## src/rtl/stat_pkt_tx.sv

```systemverilog
// Camera stat snapshot packetiser: waits for a frame boundary (or a timeout), captures all stat
// outputs coherently and streams them as a 20-byte checksummed packet over a valid/ready byte link.
module stat_pkt_tx #(
  parameter int CNTR_W      = 32,
  parameter int TIMEOUT_CYC = 24000000
) (
  input  logic              clk,
  input  logic              rst_n,
  input  logic              vsync,
  input  logic [7:0]        frm_per_sec,
  input  logic [CNTR_W-1:0] total_frm,
  input  logic [CNTR_W-1:0] total_byte,
  input  logic [10:0]       lines_per_frm,
  input  logic [11:0]       bytes_per_line,
  input  logic [18:0]       bytes_per_frm,
  input  logic              frm_lt_512k_err,
  input  logic              snap_req,
  output logic              busy,
  output logic [7:0]        tx_data,
  output logic              tx_valid,
  input  logic              tx_ready
);

  typedef enum logic [1:0] {IDLE, WAIT_VS, CAPTURE, SEND} state_t;

  localparam logic [31:0] TO_LAST = 32'(TIMEOUT_CYC - 1);

  state_t       state;
  logic         vsync_d1;
  logic         vsync_fe;
  logic [31:0]  to_ctr;
  logic         stale;
  logic [7:0]   err_cnt;
  logic [4:0]   idx;
  logic [4:0]   nxt_idx;
  logic [7:0]   nxt_byte;
  logic [7:0]   csum;
  logic [151:0] body;

  logic [7:0]   sh_fps;
  logic [31:0]  sh_frm;
  logic [31:0]  sh_byte;
  logic [10:0]  sh_lpf;
  logic [11:0]  sh_bpl;
  logic [18:0]  sh_bpf;
  logic [7:0]   sh_err;

  function automatic logic [7:0] sat_inc(input logic [7:0] v, input logic inc);
    return (inc && (v != 8'hFF)) ? v + 8'd1 : v;
  endfunction

  assign vsync_fe = vsync_d1 & ~vsync;
  assign busy     = (state != IDLE);

  // Packet bytes 0..18, MSB-first; byte 19 is the running XOR of these.
  assign body = {8'hA5, 6'b0, stale, (sh_err != 8'd0), sh_fps, sh_frm, sh_byte,
                 5'b0, sh_lpf, 4'b0, sh_bpl, 5'b0, sh_bpf, sh_err};

  always_comb begin
    csum = 8'h00;
    for (int k = 0; k < 19; k++) csum = csum ^ body[8*k +: 8];
  end

  assign nxt_idx = idx + 5'd1;

  always_comb begin
    nxt_byte = csum;
    for (int k = 0; k < 19; k++)
      if (nxt_idx == 5'(k)) nxt_byte = body[8*(18-k) +: 8];
  end

  always_ff @(posedge clk or negedge rst_n) begin
    if (!rst_n) begin
      state    <= IDLE;
      vsync_d1 <= 1'b0;
      to_ctr   <= '0;
      stale    <= 1'b0;
      err_cnt  <= '0;
      idx      <= '0;
      tx_valid <= 1'b0;
      tx_data  <= '0;
    end else begin
      vsync_d1 <= vsync;
      // The capture cycle hands the pending count (plus any same-cycle pulse) to the shadow.
      if (state == CAPTURE) err_cnt <= '0;
      else                  err_cnt <= sat_inc(err_cnt, frm_lt_512k_err);
      case (state)
        IDLE: begin
          if (snap_req) begin
            state  <= WAIT_VS;
            to_ctr <= '0;
          end
        end
        WAIT_VS: begin
          if (vsync_fe) begin
            state <= CAPTURE;
            stale <= 1'b0;
          end else if (to_ctr == TO_LAST) begin
            state <= CAPTURE;
            stale <= 1'b1;
          end else begin
            to_ctr <= to_ctr + 32'd1;
          end
        end
        CAPTURE: begin
          state    <= SEND;
          idx      <= '0;
          tx_valid <= 1'b1;
          tx_data  <= 8'hA5;
        end
        SEND: begin
          if (tx_ready) begin
            if (idx == 5'd19) begin
              state    <= IDLE;
              tx_valid <= 1'b0;
            end else begin
              idx     <= nxt_idx;
              tx_data <= nxt_byte;
            end
          end
        end
        default: state <= IDLE;
      endcase
    end
  end

  always_ff @(posedge clk) begin
    if (state == CAPTURE) begin
      sh_fps  <= frm_per_sec;
      sh_frm  <= 32'(total_frm);
      sh_byte <= 32'(total_byte);
      sh_lpf  <= lines_per_frm;
      sh_bpl  <= bytes_per_line;
      sh_bpf  <= bytes_per_frm;
      sh_err  <= sat_inc(err_cnt, frm_lt_512k_err);
    end
  end

endmodule

```

## config.mk

```make
export PLATFORM = sky130hd
export DESIGN_NAME = stat_pkt_tx
export DESIGN_NICKNAME = d
export VERILOG_FILES = /design/src/rtl/stat_pkt_tx.sv
export SDC_FILE = /design/constraint.sdc
export NUM_CORES = 1
export LEC_CHECK = 0
export ABC_AREA = 0
export CORE_ASPECT_RATIO = 1.4
export CORE_MARGIN = 4
export CORE_UTILIZATION = 33
export CTS_CLUSTER_SIZE = 16
export DETAILED_ROUTE_END_ITERATION = 8
export HOLD_SLACK_MARGIN = 0.06
export PLACE_DENSITY = 0.54
export SETUP_SLACK_MARGIN = 0.3
export SLEW_MARGIN = 20
export SYNTH_ARGS = -nofsm -noshare
export SYNTH_HDL_FRONTEND = slang
export SYNTH_SLANG_ARGS = --single-unit
```

## constraint.sdc

```tcl
create_clock -name clk -period 9.4 [get_ports clk]
set_clock_uncertainty 0.2 [all_clocks]
set_input_delay 2.82 -clock clk [delete_from_list [all_inputs] [get_ports clk]]
set_output_delay 2.82 -clock clk [all_outputs]
set_load 0.03 [all_outputs]
```

### After elaboration in Yosys (flattened, before gate mapping)

Cells that the tools add are included.

| word-level totals | value |
|---|---|
| flip-flop bits (word level) | 180 |
| logic and storage cells | 124 |

| cells by class | value |
|---|---|
| eq/ne operators | 31 |
| add/sub/neg operators | 3 |
| muxes and demuxes | 42 |
| bitwise gates (word level) | 20 |
| reductions and logical operators | 13 |

Operators with widths:

| operator | number |
|---|---|
| $mux W8 | 23 |
| $xor A8 B8 Y8 | 13 |
| $mux W32 | 3 |
| $pmux W32 S2 | 1 |
| $eq A5 B4 Y1 const B | 8 |
| $add A32 B1 Y32 const B | 1 |
| $eq A32 B25 Y1 const B | 1 |
| $eq A5 B3 Y1 const B | 4 |
| $eq A5 B5 Y1 const B | 4 |
| $pmux W8 S2 | 1 |
| $xor A8 B3 Y8 | 2 |
| $ne A2 B2 Y1 const B | 6 |
| $eq A5 B2 Y1 const B | 2 |
| $mux W2 | 5 |
| $mux W5 | 2 |
| $pmux W5 S2 | 1 |
| $add A8 B1 Y8 const B | 1 |
| $ne A8 B8 Y1 const B | 1 |
| $pmux W2 S4 | 1 |
| $reduce_and A4 Y1 | 2 |
| $reduce_bool A2 Y1 | 4 |
| $reduce_bool A8 Y1 | 1 |
| $xor A8 B2 Y8 | 1 |
| $xor A8 B4 Y8 | 1 |
| other kinds (15) | 20 |

### Longest topological paths before layout

Gate-level depths: netlist (run 1).

| logic depth | value |
|---|---|
| depth in word-level cells | 40 |
| depth in mapped cells | 12 |

### Worst setup path before layout (run 1)

No wires, ideal clock.

| path | value |
|---|---|
| path type | input port to flip-flop |
| from | input snap_req |
| to | register to_ctr[22] |
| setup time | 132 ps |
| cell stages on the path | 8 |
| arrival time | 4470 ps |
| path slack | 4598 ps |
| path through | and2b_2 > nor3_1 > o21ai_0 > a211o_1 > nor2_2 > nand4_1 > xor2_1 > nor2_1 |

| on the way | value |
|---|---|
| cells in the longest elaborated chain, start to end | 2 |

Ends and longest elaborated chain:

| element | line | source |
|---|---|---|
| start, declared | 17 | `input logic snap_req,` |
| $ne A2 B2 Y1 (no source line) | -- |  |
| $reduce_and A4 Y1 (no source line) | -- |  |
| end signal, assigned | 102 | `to_ctr <= to_ctr + 32'd1;` |
| end, declared | 31 | `logic [31:0] to_ctr;` |

No other way between the ends.
A chain may end at the register's enable or synchronous reset.

### Final worst setup path (run 1)

Ends and elaborated chain as after synthesis.

==> run summary, run 1 <==
initial core utilization - 33.3%
worst skew pair latency - 0.44 ns
worst vdd ir - 0.149 mV
setup TNS - 0 ns
DR vias - 6,971
worst-case reg-to-reg path depth - 9
initial antenna violation count - 0
Critical Path End Type - flop
WL met1 - 11,600 µm
Post-synth EDFFs - 122
Worst-path clk slew - 0.08 ns
critical path class - in -> reg
drt via density - 5.21
postcts setup bufs - 0
CTS tree - yes
antenna-violating nets left - 0
dominant synthesized flop cell - edfxtp_1
Hold Path End - to_ctr[19]$_DFFE_PN0P_
RSZ-0062 raised after global routing - false
R2R Setup Slk - 5.39 ns
required time of the worst setup path - 9.52 ns
global-route wire length before repair - 42,000 µm
first drt pass iteration count - 6
hold buffer count at cts - 0
R2R Path End - tx_data[0]$_DFFE_PN0P_
slowest CP cell - clkdlybuf4s50_1
WL final - 27,900 µm
Pins Over Slew Limit - 0
DR WL/cell - 20.9 µm
Hold Startpoint - to_ctr[19]$_DFFE_PN0P_
Leakage - 4.21 nW
CTS H-tree lvls - 4
Yosys reg bits - 180
Reg-to-Reg Start - idx[0]$_DFFE_PN0P_
gr ovfl total - 0
ys async rst share - 32.2%
number of global-route vias before repair - 7,191
Max Freq - 195 MHz
Mapped Cells - 820
Max clock buf depth - 2
Initial DRC Count - 563
clk sinks - 180
die width - 151 µm
Hold WC Path Type - reg -> reg
Final Non-Filler Cells - 1,337
Worst Tran Pin Value - 1.24 ns
Clock Root Buffer - clkbuf_16
layout cell share with drive strength beyond 1 - 7.48%
Slew headroom - 16.5%
port buffer count - 129
CP startpoint kind - input pin
placer's final routability congestion estimate - 0.875
mapped cell area - 9440 µm²
Ys Warns - 0
final hold violations - 0
Arr. time, crit path - 5.25 ns
largest net degree at the start of global routing - 77
CP peak stage delay - 0.47 ns
diode count - 0
I/O pin cnt - 130
most frequent cells in the layout - clkdlybuf4s50_1 (128), edfxtp_1 (122), xnor2_1 (92)
status - complete, no violations
met3 WL - 1240 µm
Post-CTS Resized - 0
crit-path cells - clkdlybuf4s50_1 > and2b_2 > nor3_1 > o21ai_0 > a211o_1 > nor2_2 > nand4_1 > xor2_1 > nor2_1
Yosys cell types - 79
fin crit share - 54.6%
critical path peak fanout - 9
row cnt - 73
Max Cap Viol - 0
die area - 31,400 µm²
hpwl dp - 20,300 µm
syn_area_per_cell - 11.5 µm²
Total Routing Usage GR - 17.8%
register area share after synthesis - 54.2%
Final Util - 41.6%
commonest non-fill, non-tap cell in the layout - clkdlybuf4s50_1
Top Metal Used - met4
hold path depth - 2
Core Area - 28,300 µm²
Final min period - 5.13 ns
cell count after placement - 1,305
Nets - 1,080
Die H - 208 µm
Pwr per Cell Area - 303 nW/µm²
Synth Net Count - 951
residual DRC count - 0
Met2 Wirelength - 14,500 µm
Num CTS Buffers - 17
Finish-stage setup viols - 0
Area Overhead vs Synth - 24.7%
==> metrics by stage <==
step	cell area, µm²	power, mW	hold WS [ns]	setup WS, ns
2_1_floorplan	9440	2.38	0.297	4.60
3_3_place_gp	11100	2.81	0.311	3.86
3_5_place_dp	11100	2.81	0.336	3.77
4_1_cts	11800	3.60	0.358	4.25
5_1_grt	11800	3.75	0.382	4.02
6_report	11800	3.57	0.352	4.27
==> layout make-up <==
| type | count | area (µm²) |
|---|---|---|
| fillers | 2743 | 16500 |
| repair buffers | 137 | 1350 |
| flip-flops and latches | 180 | 5110 |
| well taps | 375 | 469 |
| clock inverters | 14 | 180 |
| multi-input cells | 594 | 4140 |
| clock buffers | 18 | 450 |
| inverters | 19 | 71.3 |
==> cells in the mapped netlist, types with 4 or more instances <==
library cell  number  area share [%]
o22ai_1           10            0.66
o221ai_1           6            0.56
o21ai_0           34             1.8
o21ai_1            6            0.32
o32ai_1            6            0.56
or3_1              7            0.46
o211ai_1           5            0.40
nand4_1           10            0.66
buf_2              7            0.37
nor4_1             9            0.60
a22o_1             4            0.37
clkbuf_1          15            0.60
nand2b_1           4            0.27
a221oi_1           7            0.65
nand2_1           52             2.1
xnor2_1           92             8.5
a211oi_1           9            0.72
a21oi_1           36             1.9
xnor3_1           11             2.6
inv_1             18            0.72
nor2b_1            9            0.60
xor2_1            36             3.3
nand3_1           34             1.8
nor2_1            68             2.7
o2111ai_1          4            0.37
o221a_2            4            0.48
and3_1            12            0.80
dfrtp_1           58              15
edfxtp_1         122              39
nor3_1            32             1.7
ha_1              11             1.5
o31a_1             4            0.37
a22oi_1           10            0.80
==> how the worst max path moves through the flow <==
stage | from | endpoint | slack, ns | cells after the start
2_1_floorplan | snap_req | to_ctr[22]$_DFFE_PN0P_ | 4.60 | 8
3_3_place_gp | snap_req | to_ctr[22]$_DFFE_PN0P_ | 3.86 | 9
3_5_place_dp | snap_req | to_ctr[22]$_DFFE_PN0P_ | 3.77 | 9
4_1_cts | snap_req | to_ctr[22]$_DFFE_PN0P_ | 4.25 | 9
5_1_grt | snap_req | to_ctr[22]$_DFFE_PN0P_ | 4.02 | 9
6_report | snap_req | to_ctr[22]$_DFFE_PN0P_ | 4.27 | 9
==> critical path: cells and delay by family <==
family	cells	cell delay (ns)
and+or+nand+nor	5	1.18
AOI/OAI and AO/OA	2	0.62
buffers and inverters	1	0.47
xor gates and xnor gates	1	0.15
==> per-layer routing <==
layer | track usage [%] | vias to the layer above
li1 | - | 3312
met1 | 21.9 | 3395
met2 | 31.5 | 227
met3 | 2.92 | 37
met4 | 5.57 | 0
met5 | 0 | -
==> cells by family (layout without fill, tap and decap cells) <==
family	count (synthesis)	in the layout	synth area share, %
compound gates	176	176	13.0
flops	180	180	54.2
buf+inv	46	188	2.09
fa+ha+maj	11	11	1.46
xor+xnor	140	140	14.7
simple gates	265	265	14.3
mux	2	2	0.225
==> sequential cells by signal, indices dropped and copies added, names as in the netlist, 11 cells and up <==
register  flops
sh_lpf       11
sh_byte      32
sh_frm       32
sh_bpl       12
sh_bpf       19
to_ctr       32
==> power breakdown <==
part,leakage [nW],internal [mW],switching (mW)
clock network,0.312,0.422,0.347
registers,1.92,1.11,0.199
logic,1.99,0.742,0.751
(Power assumes the default switching activity.)
==> run 2, diff against run 1 <==
--- a/config.mk
+++ b/config.mk
@@ -12,7 +12,7 @@
 export CTS_CLUSTER_SIZE = 16
 export DETAILED_ROUTE_END_ITERATION = 8
 export HOLD_SLACK_MARGIN = 0.06
-export PLACE_DENSITY = 0.54
+export PLACE_DENSITY = 0.56
 export SETUP_SLACK_MARGIN = 0.3
 export SLEW_MARGIN = 20
 export SYNTH_ARGS = -nofsm -noshare
==> constraint.sdc (replaced) <==
create_clock -name clk -period 4.1 [get_ports clk]
set_clock_uncertainty 0.2 [all_clocks]
set_input_delay 1.23 -clock clk [delete_from_list [all_inputs] [get_ports clk]]
set_output_delay 1.23 -clock clk [all_outputs]
set_load 0.03 [all_outputs]
==> run summary, run 2 (synthesized netlist as in run 1, its figures left out) <==
Critical Path End Type - flop (unchanged)
worst path buffer plus inverter count - 0 (was 1)
diode count - 0 (unchanged)
Num CTS Buffers - 17 (unchanged)
Hold Slack - 0.332 ns (was 0.352 ns)
Pwr per Cell Area - 682 nW/µm² (was 303 nW/µm²)
Max Freq - 289 MHz
global-route wire length before repair - 42,200 µm (was 42,000 µm)
Largest regs - sh_byte (32), sh_frm (32), to_ctr (32) (unchanged)
Total Routing Usage GR - 17.9% (was 17.8%)
row cnt - 73 (unchanged)
die area - 31,400 µm² (unchanged)
critical path peak fanout - 11 (was 9)
Clock Root Buffer - clkbuf_16 (unchanged)
# fillers - 2,727 (was 2,743)
Post-CTS Resized - 0 (unchanged)
Initial DRC Count - 504 (was 563)
Final min period - 3.46 ns
status - complete, no violations (unchanged)
Finish-stage setup viols - 0 (unchanged)
die width - 151 µm (unchanged)
CP peak stage delay - 0.78 ns (was 0.47 ns)
fin crit share - 84.5%
Die H - 208 µm (unchanged)
Worst Tran Pin Value - 1.18 ns (was 1.24 ns)
I/O pin cnt - 130 (unchanged)
clk sinks - 180 (unchanged)
Max Cap Viol - 0 (unchanged)
Slew headroom - 20.5% (was 16.5%)
CTS H-tree lvls - 4 (unchanged)
delay-heaviest family, CP - compound AO/OA/AOI/OAI gates (was simple AND/OR/NAND/NOR gates)
DR WL/cell - 20.7 µm (was 20.9 µm)
worst skew pair latency - 0.44 ns (about the same)
first drt pass iteration count - 7 (was 6)
Max clock buf depth - 2 (unchanged)
cell count after placement - 1,321 (was 1,305)
CP startpoint kind - flop (was input pin)
hpwl dp - 20,900 µm (was 20,300 µm)
initial core utilization - 33.3% (unchanged)
residual DRC count - 0 (unchanged)
placed cell areas - 11,300 µm² (was 11,100 µm²)
Pins Over Slew Limit - 0 (unchanged)
initial antenna violation count - 0 (unchanged)
Hold WC Path Type - reg -> reg (unchanged)
antenna-violating nets left - 0 (unchanged)
placer's final routability congestion estimate - 0.944 (was 0.875)
Arr. time, crit path - 3.58 ns (was 5.25 ns)
DR vias - 7,162 (was 6,971)
CP dominant cell by count - o21ai_1
WL final - 28,000 µm (was 27,900 µm)
layout cell share with drive strength beyond 1 - 8.79% (was 7.48%)
slowest CP cell - a22oi_1 (was clkdlybuf4s50_1)
crit-path cells - ha_1 > nand2b_1 > o21ai_1 > a22oi_1 > nor2_1 > a221o_1 > nor3_1 > o21ai_1 (was clkdlybuf4s50_1 > and2b_2 > nor3_1 > o21ai_0 > a211o_1 > nor2_2 > nand4_1 > xor2_1 > nor2_1)
commonest non-fill, non-tap cell in the layout - clkdlybuf4s50_1 (unchanged)
Nets - 1,096 (was 1,080)
gr ovfl total - 0 (unchanged)
Leakage - 4.26 nW (was 4.21 nW)
Final Non-Filler Cells - 1,353 (was 1,337)
hold buffer count at cts - 0 (unchanged)
Design Area, Final - 11,800 µm² (about the same)
most frequent cells in the layout - clkdlybuf4s50_1 (128), edfxtp_1 (122), xnor2_1 (92) (unchanged)
postcts setup bufs - 0 (unchanged)
setup TNS - 0 ns (unchanged)
Core Area - 28,300 µm² (unchanged)
critical path class - reg -> reg (was in -> reg)
RSZ-0062 raised after global routing - false (unchanged)
Worst-path clk slew - 0.07 ns (was 0.08 ns)
final hold violations - 0 (unchanged)
required time of the worst setup path - 4.22 ns (was 9.52 ns)
CTS tree - yes (unchanged)
number of global-route vias before repair - 7,263 (was 7,191)
Area Overhead vs Synth - 25.4% (was 24.7%)
port buffer count - 129 (unchanged)
drt via density - 5.29 (was 5.21)
worst vdd ir - 0.293 mV (was 0.149 mV)
largest net degree at the start of global routing - 73 (was 77)
-- run 2: final timing paths --
kind | from | slack (ns) | cells after the start | endpoint
max | idx[0]$_DFFE_PN0P_ | 0.64 | 8 | tx_data[1]$_DFFE_PN0P_
min | to_ctr[19]$_DFFE_PN0P_ | 0.33 | 2 | to_ctr[19]$_DFFE_PN0P_
max in group asynchronous | rst_n | 2.38 | 2 | vsync_d1$_DFF_PN0_
min reg2reg | to_ctr[19]$_DFFE_PN0P_ | 0.33 | 2 | to_ctr[19]$_DFFE_PN0P_
max reg2reg | idx[0]$_DFFE_PN0P_ | 0.64 | 8 | tx_data[1]$_DFFE_PN0P_
min in group asynchronous | rst_n | 0.60 | 1 | err_cnt[0]$_DFF_PN0_
-- run 2: worst min-delay path, delay by kind of cell (launching register included) --
family | cells | cell delay (ns)
xor+xnor | 1 | 0.07
simple gates | 1 | 0.07
flops | 1 | 0.35
-- run 2: per-layer routing --
| layer | up-vias | GRT usage, % | wire length [µm] |
|---|---|---|---|
| li1 | 3340 | - | - |
| met1 | 3551 | 21.2 | 11200 |
| met2 | 226 | 31.1 | 14500 |
| met3 | 45 | 3.94 | 1480 |
| met4 | 0 | 7.10 | 748 |
| met5 | - | 0 | 0 |
-- run 2: area by class of cell --
class	count	area, µm²	share of cell area (%)
Timing Repair Buffer	153	1470	12.4
Tap cell	375	469	3.96
Multi-Input combinational cell	594	4140	35.0
Inverter	19	71.3	0.602
Sequential cell	180	5110	43.2
Clock buffer	21	493	4.16
Clock inverter	11	85.1	0.719
-- run 2: stage by stage --
stage	total power [mW]	worst slack (ns)	utilization, %
6_report	8.08	0.637	41.8
3_3_place_gp	6.51	0.453	39.8
4_1_cts	8.13	0.639	41.8
3_5_place_dp	6.50	0.408	39.8
2_1_floorplan	5.43	0.863	-
5_1_grt	8.53	0.458	41.8
-- run 2: report_power, final --
group	switching, mW	total, mW	internal, mW
clock	0.721	1.59	0.874
sequential	0.460	3.00	2.54
combinational	1.75	3.48	1.74
total	2.93	8.08	5.15
